## src/rtl/uart_core.sv

```systemverilog
// 8N1-style UART transmitter and receiver with a shared free-running 16x oversample tick.
// Define UART_PARITY_EN to add one parity bit per frame (sense set by PARITY_ODD).
module uart_core #(
  parameter int CLK_FREQ   = 1000000,
  parameter int BAUD       = 9600,
  parameter int DATA_BITS  = 8,
  parameter int STOP_BITS  = 1,
  parameter int PARITY_ODD = 0
) (
  input  logic                 clk,
  input  logic                 rst_n,
  input  logic [DATA_BITS-1:0] tx_data,
  input  logic                 tx_valid,
  output logic                 tx_ready,
  output logic                 tx,
  input  logic                 rx,
  output logic [DATA_BITS-1:0] rx_data,
  output logic                 rx_valid,
  output logic                 rx_frame_err,
  output logic                 rx_parity_err
);

  localparam int DIV   = CLK_FREQ / (BAUD * 16);
  localparam int DIV_W = (DIV > 1) ? $clog2(DIV) : 1;
  localparam logic [2:0] LAST_DATA = 3'(DATA_BITS - 1);
  localparam logic [2:0] LAST_STOP = 3'(STOP_BITS - 1);
`ifdef UART_PARITY_EN
  localparam logic PAR_SENSE = 1'(PARITY_ODD);
`endif

  if (DATA_BITS < 5 || DATA_BITS > 8 || STOP_BITS < 1 || STOP_BITS > 2 ||
      PARITY_ODD < 0 || PARITY_ODD > 1 || DIV < 1) begin : g_bad_params
    $error("uart_core: illegal parameter set");
  end

  // ---------------------------------------------------------------- tick
  logic [DIV_W-1:0] div_q;
  logic             tick;

  assign tick = (div_q == DIV_W'(DIV - 1));

  // NOTE: sequential state uses non-blocking assignments so every flop samples pre-edge values.
  always_ff @(posedge clk or negedge rst_n) begin
    if (!rst_n)    div_q <= '0;
    else if (tick) div_q <= '0;
    else           div_q <= div_q + DIV_W'(1);
  end

  // ---------------------------------------------------------------- transmitter
  typedef enum logic [2:0] {
    TX_IDLE, TX_START, TX_DATA,
`ifdef UART_PARITY_EN
    TX_PARITY,
`endif
    TX_STOP
  } tx_state_e;

  tx_state_e            tx_state_q;
  logic [DATA_BITS-1:0] tx_shift_q;
  logic [3:0]           tx_tick_q;
  logic [2:0]           tx_bit_q;
  logic                 tx_q;
  logic                 tx_ready_q;
  logic                 tx_bit_end;
`ifdef UART_PARITY_EN
  logic                 tx_par_q;
`endif

  assign tx_bit_end = tick && (tx_tick_q == 4'd15);

  always_ff @(posedge clk or negedge rst_n) begin
    if (!rst_n) begin
      tx_state_q <= TX_IDLE;
      tx_shift_q <= '0;
      tx_tick_q  <= '0;
      tx_bit_q   <= '0;
      tx_q       <= 1'b1;
      tx_ready_q <= 1'b1;
`ifdef UART_PARITY_EN
      tx_par_q   <= 1'b0;
`endif
    end else begin
      if (tx_state_q != TX_IDLE && tick) tx_tick_q <= tx_tick_q + 4'd1;
      case (tx_state_q)
        TX_IDLE: begin
          // A latched word waits with tx_ready low until the next tick opens START.
          if (tx_ready_q) begin
            if (tx_valid) begin
              tx_shift_q <= tx_data;
              tx_ready_q <= 1'b0;
`ifdef UART_PARITY_EN
              tx_par_q   <= (^tx_data) ^ PAR_SENSE;
`endif
            end
          end else if (tick) begin
            tx_state_q <= TX_START;
            tx_q       <= 1'b0;
            tx_tick_q  <= '0;
          end
        end
        TX_START: begin
          if (tx_bit_end) begin
            tx_state_q <= TX_DATA;
            tx_q       <= tx_shift_q[0];
            tx_shift_q <= tx_shift_q >> 1;
            tx_bit_q   <= '0;
          end
        end
        TX_DATA: begin
          if (tx_bit_end) begin
            if (tx_bit_q == LAST_DATA) begin
`ifdef UART_PARITY_EN
              tx_state_q <= TX_PARITY;
              tx_q       <= tx_par_q;
`else
              tx_state_q <= TX_STOP;
              tx_q       <= 1'b1;
`endif
              tx_bit_q   <= '0;
            end else begin
              tx_q       <= tx_shift_q[0];
              tx_shift_q <= tx_shift_q >> 1;
              tx_bit_q   <= tx_bit_q + 3'd1;
            end
          end
        end
`ifdef UART_PARITY_EN
        TX_PARITY: begin
          if (tx_bit_end) begin
            tx_state_q <= TX_STOP;
            tx_q       <= 1'b1;
          end
        end
`endif
        TX_STOP: begin
          if (tx_bit_end) begin
            if (tx_bit_q == LAST_STOP) begin
              tx_state_q <= TX_IDLE;
              tx_ready_q <= 1'b1;
            end else begin
              tx_bit_q <= tx_bit_q + 3'd1;
            end
          end
        end
        default: begin
          tx_state_q <= TX_IDLE;
          tx_q       <= 1'b1;
          tx_ready_q <= 1'b1;
        end
      endcase
    end
  end

  assign tx       = tx_q;
  assign tx_ready = tx_ready_q;

  // ---------------------------------------------------------------- receiver
  typedef enum logic [2:0] {
    RX_IDLE, RX_START, RX_DATA,
`ifdef UART_PARITY_EN
    RX_PARITY,
`endif
    RX_STOP
  } rx_state_e;

  logic rx_s1_q, rx_s2_q;
  logic rx_ok1_q, rx_ok2_q;

  // Synchroniser idles high; rx_ok2_q marks when rx_s2_q reflects the real line.
  always_ff @(posedge clk or negedge rst_n) begin
    if (!rst_n) begin
      rx_s1_q  <= 1'b1;
      rx_s2_q  <= 1'b1;
      rx_ok1_q <= 1'b0;
      rx_ok2_q <= 1'b0;
    end else begin
      rx_s1_q  <= rx;
      rx_s2_q  <= rx_s1_q;
      rx_ok1_q <= 1'b1;
      rx_ok2_q <= rx_ok1_q;
    end
  end

  rx_state_e            rx_state_q;
  logic [DATA_BITS-1:0] rx_shift_q;
  logic [DATA_BITS-1:0] rx_data_q;
  logic [3:0]           rx_tick_q;
  logic [2:0]           rx_bit_q;
  logic                 rx_armed_q;
  logic                 rx_valid_q;
  logic                 rx_ferr_q;
  logic                 rx_mid;
  logic                 rx_bit_end;
`ifdef UART_PARITY_EN
  logic                 rx_par_q;
  logic                 rx_perr_q;
`endif

  assign rx_mid     = tick && (rx_tick_q == 4'd7);
  assign rx_bit_end = tick && (rx_tick_q == 4'd15);

  always_ff @(posedge clk or negedge rst_n) begin
    if (!rst_n) begin
      rx_state_q <= RX_IDLE;
      rx_shift_q <= '0;
      rx_data_q  <= '0;
      rx_tick_q  <= '0;
      rx_bit_q   <= '0;
      rx_armed_q <= 1'b0;
      rx_valid_q <= 1'b0;
      rx_ferr_q  <= 1'b0;
`ifdef UART_PARITY_EN
      rx_par_q   <= 1'b0;
      rx_perr_q  <= 1'b0;
`endif
    end else begin
      rx_valid_q <= 1'b0;
      if (rx_state_q != RX_IDLE && tick) rx_tick_q <= rx_tick_q + 4'd1;
      case (rx_state_q)
        RX_IDLE: begin
          // Only a low that follows a genuinely observed high starts a frame.
          rx_armed_q <= rx_ok2_q & rx_s2_q;
          if (rx_armed_q && !rx_s2_q) begin
            rx_state_q <= RX_START;
            rx_tick_q  <= '0;
            rx_armed_q <= 1'b0;
          end
        end
        RX_START: begin
          if (rx_mid && rx_s2_q) begin
            rx_state_q <= RX_IDLE;
          end else if (rx_bit_end) begin
            rx_state_q <= RX_DATA;
            rx_bit_q   <= '0;
          end
        end
        RX_DATA: begin
          if (rx_mid) rx_shift_q <= {rx_s2_q, rx_shift_q[DATA_BITS-1:1]};
          if (rx_bit_end) begin
            if (rx_bit_q == LAST_DATA) begin
`ifdef UART_PARITY_EN
              rx_state_q <= RX_PARITY;
`else
              rx_state_q <= RX_STOP;
`endif
            end else begin
              rx_bit_q <= rx_bit_q + 3'd1;
            end
          end
        end
`ifdef UART_PARITY_EN
        RX_PARITY: begin
          if (rx_mid)     rx_par_q   <= rx_s2_q;
          if (rx_bit_end) rx_state_q <= RX_STOP;
        end
`endif
        RX_STOP: begin
          if (rx_mid) begin
            rx_state_q <= RX_IDLE;
            rx_data_q  <= rx_shift_q;
            rx_ferr_q  <= ~rx_s2_q;
            rx_valid_q <= 1'b1;
`ifdef UART_PARITY_EN
            rx_perr_q  <= ((^rx_shift_q) ^ rx_par_q) != PAR_SENSE;
`endif
          end
        end
        default: rx_state_q <= RX_IDLE;
      endcase
    end
  end

  assign rx_data      = rx_data_q;
  assign rx_valid     = rx_valid_q;
  assign rx_frame_err = rx_ferr_q;
`ifdef UART_PARITY_EN
  assign rx_parity_err = rx_perr_q;
`else
  assign rx_parity_err = 1'b0;
`endif

endmodule

```

## config.mk

```make
export PLATFORM = sky130hd
export DESIGN_NAME = uart_core
export DESIGN_NICKNAME = d
export VERILOG_FILES = /design/src/rtl/uart_core.sv
export SDC_FILE = /design/constraint.sdc
export NUM_CORES = 1
export LEC_CHECK = 0
export ABC_CLOCK_PERIOD_IN_PS = 1900
export BUFFER_PORTS_ARGS = -buffer_cell sky130_fd_sc_hd__buf_4
export CORE_ASPECT_RATIO = 0.7
export CORE_MARGIN = 8
export CORE_UTILIZATION = 35
export DETAILED_ROUTE_END_ITERATION = 16
export SLEW_MARGIN = 20
export SYNTH_ARGS = -nofsm -noshare
export SYNTH_HDL_FRONTEND = slang
export SYNTH_SLANG_ARGS = --single-unit
```

## constraint.sdc

```tcl
create_clock -name clk -period 1.9 [get_ports clk]
set_input_delay 0 -clock clk [delete_from_list [all_inputs] [get_ports clk]]
set_output_delay 0 -clock clk [all_outputs]
set_load 0.02 [all_outputs]
```

-- After elaboration in Yosys (flattened, before gate mapping)
Index checks and enable logic that the tools add are counted.
- add/sub/neg operators: 5
- equal/unequal tests: 31
- multiplexer cells: 54
- bitwise logic cells: 4
- reductions and logical operators: 26
- operators by type and width (cell ; number):
    3-bit 2-to-1 mux ; 23
    8-bit 2-to-1 mux ; 5
    2-bit != test (second input constant) ; 18
    4-bit 2-to-1 mux ; 7
    3-bit case mux with 4 select lines ; 2
    8-bit case mux with 3 select lines ; 1
    5-bit AND reduction ; 4
    3-bit by 2-bit equality test with 1-bit output (second input constant) ; 4
    1-bit 2-to-1 mux ; 12
    3-bit nonzero test ; 4
    3-bit by 1-bit adder with 3-bit output (second input constant) ; 3
    3-bit equality test (second input constant) ; 3
    3-bit zero test ; 3
    3-bit case mux with 3 select lines ; 1
    4-bit by 1-bit adder with 4-bit output (second input constant) ; 2
    4-bit equality test (second input constant) ; 2
    1-bit logical AND ; 7
    7-bit AND reduction ; 1
    3-bit by 1-bit equality test with 1-bit output (second input constant) ; 2
    3-bit case mux with 2 select lines ; 1
    6-bit AND reduction ; 1
    4-bit by 3-bit equality test with 1-bit output (second input constant) ; 1
    1-bit case mux with 4 select lines ; 1
    2-bit AND reduction ; 2
    other kinds (8) ; 10
- flip-flop bits (word level): 56
- output and inout port bits: 13

-- Logic depth before layout (Yosys ltp)
- depth after elaboration: 6
- mapped depth: 7
- depth with buffers taken out: 6

-- Worst setup path before layout
No wires, ideal clock.
- kind: reg-to-reg
- from: reg tx_state_q[0]
- to: reg tx_shift_q[1]
- data arrival time: 1.658 ns
- slack: 0.118 ns
- cell stages (with the launch flop): 6
- buffers on the path: 1
- cell sequence: dfrtp_1 -> inv_1 -> ha_1 -> clkbuf_1 -> mux2_2 -> mux2_2
- cells in the longest elaborated chain, start to end: 3
- elaborated cells on any way between the ends: 11
- classes of those cells: eq/ne: 7; mux: 1; reduce/logical: 3
- RTL lines (item ; RTL line ; text):
    start, declared ; 58 ; tx_state_e tx_state_q;
    start signal, assigned ; 73 ; tx_state_q <= TX_IDLE;
    start signal, assigned ; 96 ; tx_state_q <= TX_START;
    start signal, assigned ; 103 ; tx_state_q <= TX_DATA;
    3-bit by 2-bit equality test with 1-bit output (tied with other cells) ; 84 ; case (tx_state_q)
    2-bit != test (no line) or 3-bit nonzero test (tied branches) ; n/a ;
    6-bit AND reduction (no line) ; n/a ;
    end signal, assigned ; 89 ; tx_shift_q <= tx_data;
    end signal, assigned ; 105 ; tx_shift_q <= tx_shift_q >> 1;
    end signal, assigned ; 122 ; tx_shift_q <= tx_shift_q >> 1;
    end, declared ; 59 ; logic [DATA_BITS-1:0] tx_shift_q;
Several ways; a longest one is shown, not always the timed one.
A chain may end at the register's enable or synchronous reset.

-- Worst setup path after layout
- from: reg tx_state_q[0]
- to: reg tx_shift_q[5]
Same word-level chain as after synthesis.

==> metrics.md <==
| Metric | Value |
|---|---|
| Run status | `finished clean` |
| Post-Synth XOR/XNOR Area | `0.00669` |
| Library cell used as clock root buffer | `clkbuf_8` |
| Final Net Count | `275` |
| Endpoint required time on the critical path | `2.10 ns` |
| Synth top cells by count | `dfrtp_1 (50), mux2_2 (28), nor2_1 (16)` |
| Register cell area after layout | `0.00136 mm²` |
| Cell depth of the worst min-delay path | `3` |
| Antenna violations before repair | `0` |
| Setup slack of the most critical reg-to-reg path | `0.11 ns` |
| Post-Synthesis Cells | `213` |
| Transition time at the pin with the least slew margin | `0.674 ns` |
| RSZ-0062 raised after global routing | `no` |
| Kind of start point of the critical path | `register` |
| Post-synth EDFFs | `0` |
| Share of cell area taken by muxes after synthesis | `0.195` |
| Drt wl/cell | `13.0 µm` |
| Final RePlAce weighted congestion | `0.779` |
| Leading cell types by total area after synthesis | `dfrtp_1 (48%), mux2_2 (12%), ha_1 (5.7%)` |
| # setup viols final | `0` |
| Number of buffers inserted during clock tree synthesis | `5` |
| Setup tns final | `0 ns` |
| Synthesis warning total | `0` |
| Top cell type's share of synthesized area | `0.478` |
| Clock period minus worst slack | `1.79 ns` |
| Synth unique cells | `41` |
| Maximum resistive drop on vdd | `0.344 mV` |
| H-tree Lvls | `2` |
| Insertion delay to the later sink of the worst-skew pair | `0.31 ns` |
| Pin count of the biggest net entering global routing | `55` |
| Area of the multi-input gates | `0.00119 mm²` |
| Buffers from clock root to sink, at most | `2` |
| Tot GR Track Use | `0.0945` |
| Sort of element at the end of the critical path | `register` |
| Final cycle utilization of the critical path | `0.943` |
| Maximum achievable frequency | `0.558 GHz` |
| Static leakage | `1.53 nW` |
| Share of synthesized flip-flops with an asynchronous set or reset | `1.00` |
| Count of TritonRoute iterations in the first routing pass | `4` |
| Clock transition at the registers of the reported paths | `0.10 ns` |
| Number of global-route vias before repair | `1721` |
| Fraction of final layout cells with drive strength greater than 1 | `0.357` |
| Hold path startpoint | `tx_data[7]` |
| TritonCTS Sinks | `54` |
| Worst Clk Skew | `0.0110 ns` |
| Number of DRC markers after the initial detailed-route iteration | `57` |
| Hold Vio Cnt, Final | `0` |
| Cell row count | `26` |
| Library cell occupying the most area in the post-synthesis netlist | `dfrtp_1` |
| Register area share after synthesis | `0.518` |
| Effective utilization at floorplan | `0.359` |
| Launch point of the worst reg-to-reg path | `tx_state_q[0]` |
| Main combinational cell family by area after synthesis | `multiplexers` |
| Endpoint of the worst register-to-register path | `tx_shift_q[5]` |
| Half-perimeter wire length of the detailed placement result | `3250 µm` |
| Leading cell type by number of instances after synthesis | `dfrtp_1` |
| Chip width | `119 µm` |
| Layout overhead on the synthesized area | `19.5%` |
| Cell Area, Synth | `0.00262 mm²` |
| CTS tree | `done` |
| Path depth of the worst reg2reg path | `7` |
| Kind of critical path | `register to register` |
| Die Ht | `88.4 µm` |
| Post-Syn Nets | `237` |
| Max_cap viols | `0` |
| Global-route wire length before repair | `8160 µm` |
| Dominant register cell in the synthesized netlist | `dfrtp_1` |
| Top-level port count | `25` |
| Overflow left after global routing | `0` |
| Count of antenna diodes in the layout | `0` |
| DRC viols | `0` |
| Total via count in the routed design | `1622` |
| Core box area | `0.00729 mm²` |
| Critical-path maximum fanout | `8` |
| Arithmetic-cell share of the synthesized area counting full adders, half adders and majority gates | `0.0574` |
| Flops & latches, synth | `54` |
| Power density of the placed cells | `747 mW/mm²` |
| Data arrival time of the critical path | `1.99 ns` |
| Area fraction in and, or, nand and nor cells after synthesis | `0.114` |
| Slowest cell delay on critical path | `0.41 ns` |
| Vias per inst | `4.63` |
| Detailed Route WL | `4560 µm` |
| Port Buffer Count | `23` |
| Total power draw | `2.33 mW` |
| Avg Cell Area, Syn | `12.3 µm²` |
| Fraction of the mapped netlist area in compound gates | `0.0750` |
| Slew Viols, Final | `0` |
| DIE AREA | `0.0105 mm²` |
| Final antenna-violating net count | `0` |
| Worst-case headroom to the max-slew limit | `0.551` |
| Chain of cells forming the critical path | `inv_1, ha_2, nand4b_1, nor2_1, o31a_1, buf_12, mux2_2` |
| Library cell contributing the largest single delay on the critical path | `dfrtp_1` |
| Smallest setup slack after layout | `0.109 ns` |
| Type of the tightest min-delay check | `input pin to register` |
| Post-placement worst setup slack | `0.0155 ns` |
| Count of filler cells inserted in the layout | `715` |
| Worst min-delay path endpoint | `tx_shift_q[7]` |
-- through the flow --
| step | area [µm²] | std cells | hold WS (ns) | util |
|---|---|---|---|---|
| global route | 3130 | 350 | 0.0446 | 0.429 |
| global placement | 2970 | 339 | 0.0847 | 0.408 |
| detailed placement | 2970 | 339 | 0.0946 | 0.408 |
| finish | 3130 | 350 | 0.0445 | 0.429 |
| CTS | 3110 | 349 | 0.0383 | 0.427 |
| floorplan | 2620 | 213 | -0.296 | - |
-- flip-flops by register name, indices dropped and copies added (netlist names), 2 cells and up --
signal      cells
tx_shift_q      8
rx_shift_q      8
tx_tick_q       4
rx_bit_q        3
rx_data         8
tx_bit_q        3
rx_state_q      2
div_q           3
rx_tick_q       4
tx_state_q      2
-- cell families (layout without fill, tap and decap cells) --
group / Yosys count / count (layout)
DFF: 54 / 54
muxes: 44 / 44
other: 2 / 2
xor gates and xnor gates: 2 / 2
AOI/OAI and AO/OA: 29 / 29
buffers and inverters: 17 / 56
and+or+nand+nor: 53 / 53
adders and majority gates: 12 / 12
-- critical path: cells and delay by family, from the launching register on --
family	cells	cell delay (ns)
adder cells (fa/ha/maj)	1	0.25
buffers and inverters	2	0.27
AND/OR/NAND/NOR	2	0.17
flip-flops	1	0.41
AO/OA/AOI/OAI	1	0.32
multiplexers	1	0.27
-- metal layers --
layer | up-vias | share of wire | track usage
li1 | 826 | - | -
met2 | 20 | 0.44 | 0.148
met1 | 772 | 0.52 | 0.124
met5 | - | 0 | 0
met3 | 4 | 0.043 | 0.0325
met4 | 0 | 0.0042 | 0.0203
-- report_power, final --
part	switching [mW]	leakage, nW	internal, mW
registers	0.0447	0.697	1.22
clock network	0.391	0.0591	0.402
logic	0.157	0.773	0.123
total	0.593	1.53	1.74
-- cell type report --
cell class	instances	area share
multi-input cells	142	0.381
inverters	10	0.0120
clock inverters	3	0.0152
clock buffers	5	0.0220
repair buffers	38	0.0968
flip-flops and latches	54	0.434
well taps	98	0.0392
-- repair_timing --
item / 4_1_cts / 5_1_grt
resized for setup: 0 / 3
hold buffers: 2 / 0
endpoints found under the setup margin: 0 / 10
endpoints found under the hold margin: 51 / 0
buffers inserted: 0 / 1
-- how the worst max path moves through the flow --
stage / startpoint / endpoint / slack [ns] / depth (start not counted)
final: tx_state_q[0] / tx_shift_q[5] / 0.11 / 7
after detailed placement: tx_state_q[0] / tx_shift_q[5] / 0.02 / 4
after floorplan: tx_state_q[0] / tx_shift_q[1] / 0.12 / 5
after global routing: tx_state_q[0] / tx_shift_q[5] / 0.01 / 7
after CTS: tx_state_q[0] / tx_shift_q[5] / 0.009 / 4
after global placement: tx_state_q[0] / tx_shift_q[6] / 0.11 / 7
-- layout by cell type, fill, tap and decap left out, types with 3 or more instances in the layout --
cell	count
a21oi_1	5
buf_4	35
clkbuf_8	5
dfrtp_1	50
dfstp_2	4
ha_1	10
inv_1	10
mux2_2	28
mux2_4	7
mux2i_1	9
nand2_1	9
nand2b_1	6
nand3_1	5
nor2_1	16
nor3_1	5
o21ai_0	8
o2bb2ai_1	3
(Power assumes the default switching activity.)
